===== src/rtl/capture_reader_pkg.sv =====
// Shared types and constants for the capture readout path: FSM encoding, buffer
// depth default and the address-wrap helper.
package capture_reader_pkg;

  typedef enum logic [1:0] {
    StIdle  = 2'd0,
    StRead  = 2'd1,
    StDrain = 2'd2,
    StDone  = 2'd3
  } state_e;

  localparam int unsigned FifoDepthDefault = 16;
  localparam int unsigned DataW            = 16;
  localparam int unsigned AddrW            = 32;

  // Word index following idx in a ring whose highest index is last.
  function automatic logic [AddrW-1:0] next_index(input logic [AddrW-1:0] idx,
                                                  input logic [AddrW-1:0] last);
    return (idx == last) ? '0 : idx + AddrW'(1);
  endfunction

endpackage


===== src/rtl/capture_reader_if.sv =====
// Memory read-request bus and downstream sample stream of the capture reader.
interface capture_reader_if;
  import capture_reader_pkg::*;

  logic             rd_req;
  logic [AddrW-1:0] rd_addr;
  logic             rd_ack;
  logic             rd_valid;
  logic [DataW-1:0] rd_data;
  logic             out_valid;
  logic [DataW-1:0] out_data;
  logic             out_ready;

  modport master (
    output rd_req, rd_addr, out_valid, out_data,
    input  rd_ack, rd_valid, rd_data, out_ready
  );

  modport slave (
    input  rd_req, rd_addr, out_valid, out_data,
    output rd_ack, rd_valid, rd_data, out_ready
  );

endinterface


===== src/rtl/sync_fifo.sv =====
// First-word-fall-through synchronous FIFO with flush; simultaneous push and pop
// are accepted at every fill level.
module sync_fifo
  import capture_reader_pkg::*;
#(
  parameter int unsigned Depth = FifoDepthDefault,
  parameter int unsigned Width = DataW
) (
  input  logic                       clk_i,
  input  logic                       rst_ni,
  input  logic                       flush_i,
  input  logic                       push_i,
  input  logic [Width-1:0]           wdata_i,
  input  logic                       pop_i,
  output logic [Width-1:0]           rdata_o,
  output logic                       full_o,
  output logic                       empty_o,
  output logic [$clog2(Depth):0]     count_o
);

  localparam int unsigned PtrW = $clog2(Depth);

  logic [Width-1:0] mem_q [Depth];
  logic [Width-1:0] mem_d [Depth];
  logic [PtrW-1:0]  wptr_q, wptr_d;
  logic [PtrW-1:0]  rptr_q, rptr_d;
  logic [PtrW:0]    count_q, count_d;
  logic             do_push, do_pop;

  assign full_o  = (count_q == (PtrW+1)'(Depth));
  assign empty_o = (count_q == '0);
  assign count_o = count_q;
  assign rdata_o = mem_q[rptr_q];

  always_comb begin
    do_pop  = pop_i & ~empty_o;
    // A pop in the same cycle frees the slot, so a full FIFO still takes the push.
    do_push = push_i & (~full_o | do_pop);
    mem_d   = mem_q;
    wptr_d  = wptr_q;
    rptr_d  = rptr_q;
    if (do_push) begin
      mem_d[wptr_q] = wdata_i;
      wptr_d        = wptr_q + PtrW'(1);
    end
    if (do_pop) begin
      rptr_d = rptr_q + PtrW'(1);
    end
    count_d = count_q + (PtrW+1)'(do_push) - (PtrW+1)'(do_pop);
    if (flush_i) begin
      wptr_d  = '0;
      rptr_d  = '0;
      count_d = '0;
    end
  end

  always_ff @(posedge clk_i) begin
    if (!rst_ni) begin
      wptr_q  <= '0;
      rptr_q  <= '0;
      count_q <= '0;
    end else begin
      wptr_q  <= wptr_d;
      rptr_q  <= rptr_d;
      count_q <= count_d;
    end
  end

  always_ff @(posedge clk_i) begin
    mem_q <= mem_d;
  end

endmodule


===== src/rtl/capture_reader.sv =====
// Reads a captured sample window out of memory as a ring of words and streams it
// downstream in address order, throttling requests to the buffer space left.
module capture_reader
  import capture_reader_pkg::*;
#(
  parameter int unsigned FIFO_DEPTH = FifoDepthDefault
) (
  input  logic             core_clk,
  input  logic             core_rst_n,
  input  logic             sample_en,
  input  logic             capture_done,
  input  logic [AddrW-1:0] sd_saddr,
  input  logic [AddrW-1:0] sample_depth,
  input  logic [AddrW-1:0] sample_last_cnt,
  output logic             read_busy,
  output logic             read_done,
  capture_reader_if.master bus
);

  localparam int unsigned PtrW = $clog2(FIFO_DEPTH);
  // Headroom for stale requests from aborted runs on top of live ones.
  localparam int unsigned CntW = PtrW + 3;

  state_e           state_q, state_d;
  logic [AddrW-1:0] ptr_q, ptr_d;
  logic [AddrW-1:0] remaining_q, remaining_d;
  logic             rd_req_q, rd_req_d;
  logic [CntW-1:0]  outstanding_q, outstanding_d;
  logic [CntW-1:0]  discard_q, discard_d;
  logic             read_busy_q, read_busy_d;
  logic             read_done_q, read_done_d;

  logic             accept, ret, stale, push, pop, flush;
  logic [CntW-1:0]  count_d, live_d;
  logic [PtrW:0]    fifo_count;
  logic             fifo_full, fifo_empty;
  logic [DataW-1:0] fifo_rdata;
  logic             unused_bits;

  assign unused_bits = ^{sd_saddr[1:0], fifo_full};

  sync_fifo #(
    .Depth (FIFO_DEPTH),
    .Width (DataW)
  ) u_fifo (
    .clk_i   (core_clk),
    .rst_ni  (core_rst_n),
    .flush_i (flush),
    .push_i  (push),
    .wdata_i (bus.rd_data),
    .pop_i   (pop),
    .rdata_o (fifo_rdata),
    .full_o  (fifo_full),
    .empty_o (fifo_empty),
    .count_o (fifo_count)
  );

  always_comb begin
    accept        = rd_req_q & bus.rd_ack;
    ret           = bus.rd_valid & (outstanding_q != '0);
    // Returns owed to an aborted run are dropped before anything is buffered.
    stale         = ret & (discard_q != '0);
    push          = ret & ~stale & sample_en & ((state_q == StRead) | (state_q == StDrain));
    pop           = ~fifo_empty & bus.out_ready;
    flush         = 1'b0;
    outstanding_d = outstanding_q + CntW'(accept) - CntW'(ret);
    discard_d     = discard_q - CntW'(stale);
    count_d       = CntW'(fifo_count) + CntW'(push) - CntW'(pop);
    live_d        = outstanding_d - discard_d;
    state_d       = state_q;
    ptr_d         = ptr_q;
    remaining_d   = remaining_q;

    unique case (state_q)
      StIdle: begin
        if (capture_done && sample_en) begin
          ptr_d       = {2'b00, sd_saddr[AddrW-1:2]};
          remaining_d = sample_depth;
          state_d     = (sample_depth == '0) ? StDone : StRead;
        end
      end
      StRead: begin
        if (accept) begin
          ptr_d       = next_index(ptr_q, sample_last_cnt);
          remaining_d = remaining_q - AddrW'(1);
          if (remaining_q == AddrW'(1)) begin
            state_d = StDrain;
          end
        end
      end
      StDrain: begin
        if (live_d == '0 && count_d == '0) begin
          state_d = StDone;
        end
      end
      StDone: begin
        state_d = StIdle;
      end
      default: begin
        state_d = StIdle;
      end
    endcase

    if (!sample_en) begin
      state_d     = StIdle;
      ptr_d       = '0;
      remaining_d = '0;
      flush       = 1'b1;
      discard_d   = outstanding_d;
      count_d     = '0;
      live_d      = '0;
    end

    rd_req_d    = (state_d == StRead) && (remaining_d != '0) &&
                  ((live_d + count_d) < CntW'(FIFO_DEPTH));
    read_busy_d = (state_d != StIdle);
    // Pulses the cycle after DONE is entered, as the FSM returns to IDLE.
    read_done_d = (state_q == StDone) && sample_en;
  end

  always_ff @(posedge core_clk) begin
    if (!core_rst_n) begin
      state_q       <= StIdle;
      ptr_q         <= '0;
      remaining_q   <= '0;
      rd_req_q      <= 1'b0;
      outstanding_q <= '0;
      discard_q     <= '0;
      read_busy_q   <= 1'b0;
      read_done_q   <= 1'b0;
    end else begin
      state_q       <= state_d;
      ptr_q         <= ptr_d;
      remaining_q   <= remaining_d;
      rd_req_q      <= rd_req_d;
      outstanding_q <= outstanding_d;
      discard_q     <= discard_d;
      read_busy_q   <= read_busy_d;
      read_done_q   <= read_done_d;
    end
  end

  assign bus.rd_req    = rd_req_q;
  assign bus.rd_addr   = ptr_q;
  assign bus.out_valid = ~fifo_empty;
  assign bus.out_data  = fifo_empty ? '0 : fifo_rdata;
  assign read_busy     = read_busy_q;
  assign read_done     = read_done_q;

endmodule


===== src/flat_wrapper.sv =====
// flat-port wrapper written by rule: the top's interface ports become plain ports
module capture_reader_flat import capture_reader_pkg::*;
#(
  parameter int unsigned FIFO_DEPTH = FifoDepthDefault
)
  (core_clk, core_rst_n, sample_en, capture_done, sd_saddr, sample_depth, sample_last_cnt, read_busy, read_done, bus_rd_req, bus_rd_addr, bus_out_valid, bus_out_data, bus_rd_ack, bus_rd_valid, bus_rd_data, bus_out_ready);
  capture_reader_if bus_i ();
  input  logic core_clk;
  input  logic core_rst_n;
  input  logic sample_en;
  input  logic capture_done;
  input  logic [AddrW-1:0] sd_saddr;
  input  logic [AddrW-1:0] sample_depth;
  input  logic [AddrW-1:0] sample_last_cnt;
  output logic read_busy;
  output logic read_done;
  output wire logic [$bits(bus_i.rd_req)-1:0] bus_rd_req;
  output wire logic [$bits(bus_i.rd_addr)-1:0] bus_rd_addr;
  output wire logic [$bits(bus_i.out_valid)-1:0] bus_out_valid;
  output wire logic [$bits(bus_i.out_data)-1:0] bus_out_data;
  input wire logic [$bits(bus_i.rd_ack)-1:0] bus_rd_ack;
  input wire logic [$bits(bus_i.rd_valid)-1:0] bus_rd_valid;
  input wire logic [$bits(bus_i.rd_data)-1:0] bus_rd_data;
  input wire logic [$bits(bus_i.out_ready)-1:0] bus_out_ready;
  assign bus_rd_req = bus_i.rd_req;
  assign bus_rd_addr = bus_i.rd_addr;
  assign bus_out_valid = bus_i.out_valid;
  assign bus_out_data = bus_i.out_data;
  assign bus_i.rd_ack = bus_rd_ack;
  assign bus_i.rd_valid = bus_rd_valid;
  assign bus_i.rd_data = bus_rd_data;
  assign bus_i.out_ready = bus_out_ready;
  capture_reader #(.FIFO_DEPTH(FIFO_DEPTH)) u_core (.core_clk(core_clk), .core_rst_n(core_rst_n), .sample_en(sample_en), .capture_done(capture_done), .sd_saddr(sd_saddr), .sample_depth(sample_depth), .sample_last_cnt(sample_last_cnt), .read_busy(read_busy), .read_done(read_done), .bus(bus_i));
endmodule

===== config.mk =====
export PLATFORM = sky130hd
export DESIGN_NAME = capture_reader_flat
export DESIGN_NICKNAME = d
export VERILOG_FILES = /design/src/rtl/capture_reader_pkg.sv /design/src/rtl/capture_reader_if.sv /design/src/rtl/sync_fifo.sv /design/src/rtl/capture_reader.sv /design/src/flat_wrapper.sv
export SDC_FILE = /design/constraint.sdc
export NUM_CORES = 1
export LEC_CHECK = 0
export CAP_MARGIN = 5
export CELL_PAD_IN_SITES_DETAIL_PLACEMENT = 1
export CELL_PAD_IN_SITES_GLOBAL_PLACEMENT = 2
export CORE_UTILIZATION = 41
export CTS_BUF_LIST = sky130_fd_sc_hd__clkbuf_2
export CTS_CLUSTER_DIAMETER = 60
export DETAILED_ROUTE_END_ITERATION = 12
export GPL_TIMING_DRIVEN = 0
export PLACE_DENSITY = 0.83
export SLEW_MARGIN = 10
export SYNTH_ARGS = -nofsm -noshare
export SYNTH_HDL_FRONTEND = slang
export SYNTH_SLANG_ARGS = --single-unit

===== constraint.sdc =====
create_clock -name core_clk -period 6 [get_ports core_clk]
set_clock_uncertainty 0.2 [all_clocks]
set_input_delay 0.6 -clock core_clk [delete_from_list [all_inputs] [get_ports core_clk]]
set_output_delay 0.6 -clock core_clk [all_outputs]
set_load 0.01 [all_outputs]

==> results summary <==
The flow ran to the end, and the final reports show no timing, DRC or antenna violations. The global-route wire length before repair is 78,700 um. The critical register-to-register path startpoint is u_core.outstanding_q[5]$_SDFF_PN0_. The type of the worst setup path is reg2out. The detailed-placement wirelength estimate is 37,300 um. The proportion of synthesized chip area in sequential cells came out at 56.3%. The global routing met1 resource utilization came out at 32.5%. The total area inside the core boundary comes to 40,900 um2. The met2 track demand over resource came out at 42.0%. For this design the ratio of total power to cell area is 331 nW/um2. Clock latency on the worst-skew pair, taken at its later pin, is 1050 ps. Data on the critical path is required at its endpoint by 5200 ps. The final layout contains routed wiring with a total length of 53,100 um. The worst slew slack as a fraction of its limit is 24.2%. The post-detailed-route count of antenna-violating nets came out at 0. The final hold violation count came out at 0. The global-route total usage across every layer came out at 25.2%. The number of buffers inserted by port buffering came out at 168.

For this block, the initial DRC count from the detailed router was 866. The post-detailed-placement cell area is 19,800 um2. Leaving out fill and tap cells, the most frequent cell in the layout is sky130_fd_sc_hd__edfxtp_1. The startpoint identified for the worst hold timing path is sample_depth[5]. The number of endpoints failing setup at the final stage is 0. The post-synthesis cell area came out at 17,100 um2. The clock transition at the registers of the reported paths came out at 120 ps. The number of antenna violations at the first check in global routing was 3. The number of enable flip-flop cells after synthesis is 256. The number of cells produced by synthesis is 1,337. The maximum ir drop on the vdd rail came out at 0.225 mV. The min-delay analysis places its worst path in the category in2reg.

In this run the vertical extent of the chip is 206 um. The met3 track demand over resource in global routing is 4.89%. The chip width came out at 206 um.

The main flop type after synthesis is sky130_fd_sc_hd__edfxtp_1. The worst register-to-register path ends at u_core.bus.rd_req$_SDFF_PN0_. The actual slew at the worst max-slew pin came out at 1140 ps. The layout overhead on the synthesized area came out at 21.9%. For this run the aggregate overflow at the end of global routing stands at 0.

STA classifies the critical path endpoint as an output port. STA classifies the critical path startpoint as a flop. The leakage power came out at 0.00726 uW.

The fraction of layout cells with a size suffix above 1 came out at 15.7%. TritonCTS built the clock tree. The number of distinct library cells after synthesis is 75. The number of inserted filler cells in the final layout is 4,276. In this run the number of H-tree levels came out at 3. The worst-case clock buffer depth is 3. In the layout the commonest cells are sky130_fd_sc_hd__edfxtp_1, sky130_fd_sc_hd__clkdlybuf4s50_1, sky130_fd_sc_hd__clkbuf_2.

The mean post-synth cell area is 12.8 um2. The worst hold path depth is 3. The routed via count is 12.7k. The area enclosed by the die boundary is 42,500 um2. The number of primary I/O pins came out at 171. Setup slack on the worst reg-to-reg path comes out at 800 ps. The maximum operating frequency is 0.176 GHz.

Once the floorplan was initialized, standard cells occupied 41.7% of the core. The first detailed-routing pass ran for 5 iterations. Across the run, the number of max-cap violations was 0. The final design area excluding fillers is 20,800 um2.

After detailed routing, the number of vias per cell comes to 5.65. Yosys printed 0 warnings. Once the clock tree was built, the setup fixing pass inserted 0 buffers. The most heavily used metal layer in global routing is met2. The cell total after placement is 2,057. The proportion of synthesized flip-flops having asynchronous set or reset came out at 0%. The largest net degree at the start of global routing came out at 17. Setup repair after global routing left no endpoint under its margin. The post-route DRC violation count came out at 0. The number of register bits inferred by synthesis is 352. The final critical delay including setup and external delays is 5690 ps. The number of clock buffers added by TritonCTS is 91. The largest fanout of any net on the critical path came out at 10. Dividing the detail-routed wire length by the instance count gives 23.7 um. The path with the worst hold slack has its endpoint at u_core.remaining_q[5]$_SDFF_PN0_. The via count of the first global-routing pass is 13.3k. The number of nets handed over by synthesis was 1,504. The net total in the final layout came out at 1,809. The last weighted congestion value of the routability-driven placer came out at 0.820. The core occupancy in the finished layout came out at 50.8%. The arrival time of the worst setup path is 4890 ps. In this run the core area contains 74 standard-cell rows. The cell sitting at the root of the clock tree is a sky130_fd_sc_hd__clkbuf_2.

The number of standard cells in the final layout excluding fillers is 2,241. The share of the clock period used by the worst path is 94.9%. The final-report max-slew violation count came out at 0. The clock sink total came out at 352.

The depth of the worst register-to-register path came out at 17.
## worst max-delay path, stage by stage, from the launching register on
cell and delay [ps]:
sky130_fd_sc_hd__dfxtp_1 420, sky130_fd_sc_hd__buf_1 660, sky130_fd_sc_hd__clkdlybuf4s15_1 920, sky130_fd_sc_hd__mux4_2 600, sky130_fd_sc_hd__mux4_2 480, sky130_fd_sc_hd__nor2b_1 210
sky130_fd_sc_hd__clkdlybuf4s50_1 570
## cell families (layout without fill, tap and decap cells)
logic type                 count (synthesis)  after routing  share of synthesized area, %
xor gates and xnor gates                  93             93                          4.86
DFF                                      352            352                          56.3
AOI/OAI and AO/OA                        207            207                          8.24
adders and majority gates                 48             48                          3.65
buffers and inverters                    118            487                          2.59
and+or+nand+nor                          420            420                          12.7
other                                      0              3                             0
muxes                                     99             99                          11.7
## where the power goes
| group | internal [uW] | switching, uW | leakage [uW] |
|---|---|---|---|
| clock network | 576 | 1020 | 0.000585 |
| registers | 2670 | 77.6 | 0.00308 |
| logic | 1170 | 1380 | 0.00359 |
## synthesized netlist by cell type (35+ instances only)
| library cell | number | area share [%] |
|---|---|---|
| sky130_fd_sc_hd__clkbuf_1 | 54 | 1.2 |
| sky130_fd_sc_hd__edfxtp_1 | 256 | 45 |
| sky130_fd_sc_hd__nand3_1 | 35 | 1.0 |
| sky130_fd_sc_hd__xor2_1 | 68 | 3.5 |
| sky130_fd_sc_hd__inv_1 | 51 | 1.1 |
| sky130_fd_sc_hd__nand2_1 | 69 | 1.5 |
| sky130_fd_sc_hd__nor2_1 | 123 | 2.7 |
| sky130_fd_sc_hd__o21ai_0 | 39 | 1.1 |
| sky130_fd_sc_hd__mux4_2 | 80 | 11 |
| sky130_fd_sc_hd__dfxtp_1 | 96 | 11 |
| sky130_fd_sc_hd__ha_1 | 45 | 3.3 |
| sky130_fd_sc_hd__a21oi_1 | 50 | 1.5 |
## stage by stage
step | hold slack [ps] | setup TNS, ps | total power (uW) | setup WS, ps
floorplan | 323 | 0 | 4520 | 1360
global placement | 354 | -498 | 5260 | -29.4
detailed placement | 354 | 0 | 5340 | 404
CTS | 1.73 | 0 | 6970 | 131
global route | 50.2 | 0 | 7350 | 15.4
finish | 108 | 0 | 6880 | 308
## worst max-delay path by stage
stage	slack (ps)	startpoint	endpoint
floorplan	1360	u_core.discard_q[2]$_SDFF_PN0_	u_core.bus.rd_req$_SDFF_PN0_
global placement	-30	sample_en	u_core.u_fifo.mem_q[206]$_DFFE_PP_
detailed placement	400	bus_rd_ack	u_core.bus.rd_req$_SDFF_PN0_
CTS	130	u_core.u_fifo.rptr_q[0]$_SDFFE_PN0P_	bus_out_data[5]
global route	20	u_core.u_fifo.rptr_q[0]$_SDFFE_PN0P_	bus_out_data[5]
finish	310	u_core.u_fifo.rptr_q[0]$_SDFFE_PN0P_	bus_out_data[5]
## flip-flops by register name (all words and copies together), names as in the netlist, 2 cells and up
name,cells
u_core.bus.rd_addr,32
u_core.state_q,2
u_core.u_fifo.wptr_q,4
u_core.u_fifo.rptr_q,4
u_core.outstanding_q,7
u_core.remaining_q,32
u_core.u_fifo.count_o,5
u_core.u_fifo.mem_q,256
u_core.discard_q,7
## metal layers
metal	wire [um]	share of wire (%)	vias up
li1	-	-	5758
met1	22300	42	6338
met2	25900	49	459
met3	3330	6.3	107
met4	1590	3.0	2
met5	12	0.023	-
## cell type report
type	count	area, um2	area share [%]
repair buffers	212	2230	10.7
clock inverters	29	129	0.619
diodes	3	7.51	0.0361
plain buffers	66	255	1.23
flip-flops and latches	352	9610	46.2
multi-input cells	867	7080	34.0
clock buffers	128	641	3.08
well taps	532	666	3.20
inverters	52	195	0.938
## timing repair
item	4_1_cts	5_1_grt
gates resized for setup	0	1
hold endpoints to repair	24	0
hold buffers	24	0
setup endpoints to repair	0	1
(Power assumes the default switching activity.)
